$ cat config.mk
export PLATFORM = sky130hd
export DESIGN_NAME = ddr2_rw_cmd
export DESIGN_NICKNAME = d
export VERILOG_FILES = /design/src/rtl/ddr2_rw_cmd_pkg.sv /design/src/rtl/ddr2_rw_cmd_wait_cnt.sv /design/src/rtl/ddr2_rw_cmd.sv
export SDC_FILE = /design/constraint.sdc
export NUM_CORES = 1
export LEC_CHECK = 0
export BUFFER_PORTS_ARGS = -buffer_cell sky130_fd_sc_hd__buf_2
export CORE_MARGIN = 2
export CORE_UTILIZATION = 46
export CTS_CLUSTER_DIAMETER = 120
export CTS_CLUSTER_SIZE = 14
export DETAILED_ROUTE_END_ITERATION = 6
export GPL_TIMING_DRIVEN = 0
export HOLD_SLACK_MARGIN = 0.02
export PLACE_DENSITY = 0.72
export SLEW_MARGIN = 0
export SYNTH_ARGS = -nofsm -noshare
export SYNTH_HDL_FRONTEND = slang
export SYNTH_SLANG_ARGS = --single-unit
$ cat constraint.sdc
create_clock -name ck -period 2.2 [get_ports ck]
set_clock_uncertainty 0.2 [all_clocks]
set_input_delay 0.44 -clock ck [delete_from_list [all_inputs] [get_ports ck]]
set_output_delay 0.44 -clock ck [all_outputs]
set_load 0.005 [all_outputs]
$ cat src/rtl/ddr2_rw_cmd_pkg.sv
// Shared DDR2 controller constants: command encodings, bus widths,
// one-hot sequencer state codes and the wait-counter load helper.
package ddr2_rw_cmd_pkg;

  localparam int DDR2_BA_BITS   = 3;
  localparam int DDR2_ADDR_BITS = 13;
  localparam int CNT_W          = 4;

  // {cs_n, ras_n, cas_n, we_n}
  localparam logic [3:0] CMD_NOP   = 4'b0111;
  localparam logic [3:0] CMD_ACT   = 4'b0011;
  localparam logic [3:0] CMD_READ  = 4'b0101;
  localparam logic [3:0] CMD_WRITE = 4'b0100;
  localparam logic [3:0] CMD_PRE   = 4'b0010;

  typedef enum logic [6:0] {
    S_IDLE     = 7'b0000001,
    S_ACT      = 7'b0000010,
    S_WAIT_RCD = 7'b0000100,
    S_RW       = 7'b0001000,
    S_WAIT_PRE = 7'b0010000,
    S_PRE      = 7'b0100000,
    S_WAIT_RP  = 7'b1000000
  } state_t;

  function automatic logic [CNT_W-1:0] ld_val(input int t);
    return CNT_W'(t - 1);
  endfunction

endpackage

$ cat src/rtl/ddr2_rw_cmd_wait_cnt.sv
// 4-bit loadable down-counter with zero flag; holds at zero.
// Shared by the rw sequencer and the refresh block.
module ddr2_rw_cmd_wait_cnt
  import ddr2_rw_cmd_pkg::*;
(
  input  logic             ck,
  input  logic             rst,
  input  logic             load,
  input  logic [CNT_W-1:0] load_val,
  output logic [CNT_W-1:0] cnt,
  output logic             zero
);

  assign zero = (cnt == '0);

  always_ff @(posedge ck or posedge rst) begin
    if (rst) begin
      cnt <= '0;
    end else if (load) begin
      cnt <= load_val;
    end else if (!zero) begin
      cnt <= cnt - 1'b1;
    end
  end

endmodule

$ cat src/rtl/ddr2_rw_cmd.sv
// Single-access DDR2 read/write sequencer: ACT, RD/WR, PRE with
// programmable NOP gaps and a one-cycle end pulse.
module ddr2_rw_cmd
  import ddr2_rw_cmd_pkg::*;
#(
  parameter int BA_BITS   = DDR2_BA_BITS,
  parameter int ADDR_BITS = DDR2_ADDR_BITS,
  parameter int COL_BITS  = 10,
  parameter int T_RCD     = 3,
  parameter int T_WR2PRE  = 8,
  parameter int T_RD2PRE  = 4,
  parameter int T_RP      = 3
) (
  input  logic                 ck,
  input  logic                 rst,
  input  logic                 rw_en,
  input  logic                 rw_we,
  input  logic [BA_BITS-1:0]   rw_bank,
  input  logic [ADDR_BITS-1:0] rw_row,
  input  logic [COL_BITS-1:0]  rw_col,
  output logic [3:0]           rw_cmd,
  output logic [BA_BITS-1:0]   rw_ba,
  output logic [ADDR_BITS-1:0] rw_addr,
  output logic                 rw_busy,
  output logic                 rw_wr_start,
  output logic                 rw_rd_start,
  output logic                 rw_end
);

  localparam logic [CNT_W-1:0] RCD_LD = ld_val(T_RCD);
  localparam logic [CNT_W-1:0] WR_LD  = ld_val(T_WR2PRE);
  localparam logic [CNT_W-1:0] RD_LD  = ld_val(T_RD2PRE);
  localparam logic [CNT_W-1:0] RP_LD  = ld_val(T_RP);

  state_t                state;
  logic                  we_q;
  logic [BA_BITS-1:0]    bank_q;
  logic [COL_BITS-1:0]   col_q;
  logic [ADDR_BITS-1:0]  col_addr;
  logic                  cnt_load;
  logic [CNT_W-1:0]      cnt_val;
  logic [CNT_W-1:0]      cnt;
  logic                  cnt_zero;

  // A10 stays low: no auto-precharge
  assign col_addr = {{(ADDR_BITS-COL_BITS){1'b0}}, col_q};
  assign rw_busy  = (state != S_IDLE);

  // Load on entry to the state whose gap the counter times
  always_comb begin
    cnt_load = 1'b0;
    cnt_val  = '0;
    if (state == S_IDLE && rw_en) begin
      cnt_load = 1'b1;
      cnt_val  = RCD_LD;
    end else if ((state == S_ACT || state == S_WAIT_RCD)
                 && cnt_zero) begin
      cnt_load = 1'b1;
      cnt_val  = we_q ? WR_LD : RD_LD;
    end else if (state == S_PRE) begin
      cnt_load = 1'b1;
      cnt_val  = RP_LD;
    end
  end

  ddr2_rw_cmd_wait_cnt u_cnt (
    .ck       (ck),
    .rst      (rst),
    .load     (cnt_load),
    .load_val (cnt_val),
    .cnt      (cnt),
    .zero     (cnt_zero)
  );

  always_ff @(posedge ck or posedge rst) begin
    if (rst) begin
      state       <= S_IDLE;
      we_q        <= 1'b0;
      bank_q      <= '0;
      col_q       <= '0;
      rw_cmd      <= CMD_NOP;
      rw_ba       <= '0;
      rw_addr     <= '0;
      rw_wr_start <= 1'b0;
      rw_rd_start <= 1'b0;
      rw_end      <= 1'b0;
    end else begin
      rw_cmd      <= CMD_NOP;
      rw_ba       <= '0;
      rw_addr     <= '0;
      rw_wr_start <= 1'b0;
      rw_rd_start <= 1'b0;
      rw_end      <= 1'b0;
      unique case (state)
        S_IDLE: begin
          if (rw_en) begin
            we_q    <= rw_we;
            bank_q  <= rw_bank;
            col_q   <= rw_col;
            state   <= S_ACT;
            rw_cmd  <= CMD_ACT;
            rw_ba   <= rw_bank;
            rw_addr <= rw_row;
          end
        end
        S_ACT, S_WAIT_RCD: begin
          if (cnt_zero) begin
            state       <= S_RW;
            rw_cmd      <= we_q ? CMD_WRITE : CMD_READ;
            rw_ba       <= bank_q;
            rw_addr     <= col_addr;
            rw_wr_start <= we_q;
            rw_rd_start <= !we_q;
          end else begin
            state <= S_WAIT_RCD;
          end
        end
        S_RW, S_WAIT_PRE: begin
          if (cnt_zero) begin
            state  <= S_PRE;
            rw_cmd <= CMD_PRE;
            rw_ba  <= bank_q;
          end else begin
            state <= S_WAIT_PRE;
          end
        end
        S_PRE: begin
          state  <= S_WAIT_RP;
          rw_end <= (RP_LD == '0);
        end
        S_WAIT_RP: begin
          if (cnt_zero) begin
            state <= S_IDLE;
          end else begin
            rw_end <= (cnt == CNT_W'(1));
          end
        end
        default: state <= S_IDLE;
      endcase
    end
  end

endmodule

==> results.json <==
{
  "critPathKind": "register to register",
  "count_of_unique_library_cells_instantiated_by_yosys": 38,
  "critPathLaunch": "state[2]",
  "top_level_ports": 54,
  "async_flop_share_pct": 100.0,
  "worst-endpoint-required_ns": 2.18,
  "die_x_um": 68.70,
  "cts_inserted_buffers": 5,
  "synthesis.instances": 149,
  "floorplan.rows": 23,
  "synth.yosys.seq_area_share_pct": 61.34,
  "critical_path.cell_chain": "or4_4, or2_4, nor2_4, buf_6, mux2_2",
  "r2r_start": "state[2]",
  "number_of_antenna_violations_at_the_first_check_in_global_routing": 0,
  "r2r_end": "col_q[6]",
  "grt_first_pass_wirelength_mm": 6.375,
  "cts_htree_levels": 2,
  "clock.fmax_mhz": 448.2,
  "post-route-worst-setup-slack_ns": -0.03103,
  "rr_worst_depth": 5,
  "min_period_ns": 2.231,
  "vdd_ir_drop_max_uv": 716.9,
  "cts.clk_slew.worst_paths_ns": 0.09,
  "drt_iter0_markers": 83,
  "tns_ns": -0.1432,
  "cellPowerDensity_nw_per_um2": 1323,
  "synth.top_cells.by_area": "dfrtp_1, mux2_2, dfstp_2, a22o_1, nor2_1",
  "yosys_most_used_dff": "dfrtp_1",
  "netlist.top_cell.by_area": "dfrtp_1",
  "placeableCoreArea_um2": 4029,
  "ff2ff_setup_slack_ns": -0.03,
  "finalSetupViolations": 11,
  "run_status": "complete, but fails checks",
  "viasPerCell": 5.117,
  "leakage_component_of_the_power_nw": 1.314,
  "worst_path_max_delay_cell": "or4_4",
  "die_ar_um2": 4720,
  "slew_headroom_pct": 37.24,
  "worst-slew-pin-transition_ns": 0.9400,
  "timing.final.crit_share_pct": 101.4,
  "nNetsFinal": 255,
  "cts_root_buffer": "clkbuf_8",
  "crit_path_max_fanout": 6,
  "tritoncts": "built",
  "area.growth.synth_to_final_pct": 32.29,
  "synthDominantCellAreaShare_pct": 55.88,
  "post_synth.cell_area_avg_um2": 12.92,
  "cp-end-kind": "register",
  "antenna_cells": 0,
  "drv_slew": 0,
  "hold_viol": 0,
  "final.hold.worst_slack_ns": 0.1547,
  "drive_gt1_share_pct": 50.89,
  "clkSinkCount": 47,
  "grt_start_max_net_pins": 48,
  "drc_errors": 0,
  "drt_first_pass_iters": 4,
  "ys_warnings": 0,
  "timing.critical_path.to": "col_q[6]",
  "area_of_the_mapped_netlist_um2": 1926,
  "grt_remaining_overflow": 0,
  "die_y_um": 68.70,
  "min-delay-path-class": "input port to async pin",
  "place.port_buffers": 52,
  "total_number_of_vias": 1402,
  "synth_edf_count": 0,
  "cp-start-kind": "register",
  "cp_slowest_stage_delay_ns": 0.55,
  "failed_checks": "setup timing",
  "wl_per_cell_um": 15.26,
  "synthesis.nets": 181,
  "postRouteWirelength_mm": 4.181,
  "global_route.usage.total_pct": 18.74,
  "dp.final_hpwl_mm": 2.763,
  "drv_cap": 0,
  "ys_ff_latch": 47,
  "clock_latency_ns": 0.29,
  "final_ant_viol_nets": 0,
  "number_of_global_route_vias_before_repair": 1438,
  "arrival_ns": 2.21,
  "placer_s_final_routability_congestion_estimate": 0.8011,
  "grt_setup_unrepaired": "true",
  "clockBufferDepth": 2,
  "start_util_pct": 47.80,
  "finalPower_mw": 3.370
}
[cells by family after synthesis]
logic type / Yosys count / synth area share (%)
DFF: 47 / 61.34
xor gates and xnor gates: 4 / 1.820
muxes: 15 / 8.707
AOI/OAI and AO/OA: 27 / 10.46
other: 1 / 0.1947
adders and majority gates: 2 / 1.299
buffers and inverters: 13 / 3.249
and+or+nand+nor: 40 / 12.93
[worst min path at each step]
stage / endpoint / start / cells past startpoint / slack, ns
after floorplan: rw_rd_start / we_q / 1 / 0.22
after global placement: rw_rd_start / we_q / 1 / 0.26
after detailed placement: rw_rd_start / we_q / 1 / 0.26
after CTS: rw_addr[10] / rw_row[10] / 2 / 0.15
after global routing: rw_addr[2] / rw_row[2] / 2 / 0.15
final: rw_addr[7] / rst / 2 / 0.15
[where the power goes]
part | leakage [nW] | switching [mW] | internal, mW
sequential | 0.592 | 0.163 | 1.18
combinational | 0.675 | 0.668 | 0.829
clock | 0.0474 | 0.276 | 0.256
[worst max-delay path: cells and delay by family, from the launching register on]
family | cells | cell delay [ns]
mux | 1 | 0.33
buf+inv | 1 | 0.16
flops | 1 | 0.42
simple gates | 3 | 1.00
[synth_stat cells, drive strengths merged (2+ instances only)]
master  instances
nor3b           4
o21ai           6
or4             3
nand2           5
ha              2
nand2b          3
a21oi           3
a32o            3
buf             5
a22o           10
dfrtp          43
xnor2           3
nor2           12
and2            3
mux2           14
nor3            2
inv             7
dfstp           4
or3             2
[state kept, by name, summed over array words and instances, names as in the netlist, 3 cells and up]
name       flops
rw_addr       13
col_q         10
state          7
u_cnt.cnt      4
bank_q         3
rw_ba          3
rw_cmd         3
[per-layer routing]
metal	global-route usage (%)	wire length (um)
met3	5.032	203
met5	0	0
met1	22.98	1803
met4	8.333	63
met2	31.01	2111
[cells in the final DEF (no fill, tap or decap), types with 2 or more instances in the layout]
cell type,n
and2_1,3
nand2_1,5
dfrtp_2,3
xnor2_1,3
buf_6,4
inv_1,6
dfrtp_1,40
clkbuf_8,6
o21ai_0,6
a32o_1,3
nor2_4,2
mux2_2,6
a22o_1,10
nor2_1,10
mux2_4,8
ha_1,2
nand2b_1,3
buf_4,15
nor3_1,2
a21oi_1,3
nor3b_1,3
buf_2,54
or4_4,2
dfstp_2,4
[stage by stage]
step / util (%) / cells / worst slack, ns / area, um2
floorplan: - / 149 / 0.03230 / 1926
global placement: 55.81 / 251 / -0.2623 / 2248
detailed placement: 55.81 / 251 / -0.2852 / 2248
CTS: 61.61 / 271 / -0.01045 / 2482
global route: 63.23 / 274 / -0.06803 / 2547
finish: 63.23 / 274 / -0.03103 / 2547
[cell type report]
cell class,count,area [um2]
sequential,47,1185
buffer,5,46.29
inverter,7,26.28
timing repair buffer,68,381.6
clock inverter,2,16.27
tap,50,62.56
fill,334,1481
multi-input combinational,89,747.0
clock buffer,6,82.58
[repair_timing]
item	4_1_cts	5_1_grt
pin swaps	4	4
buffers inserted	11	3
cloned	2	0
endpoints found under the setup margin	32	17
gates resized for setup	13	11
hold buffers	0	0
No activity file was read; power rests on OpenSTA's default activity.
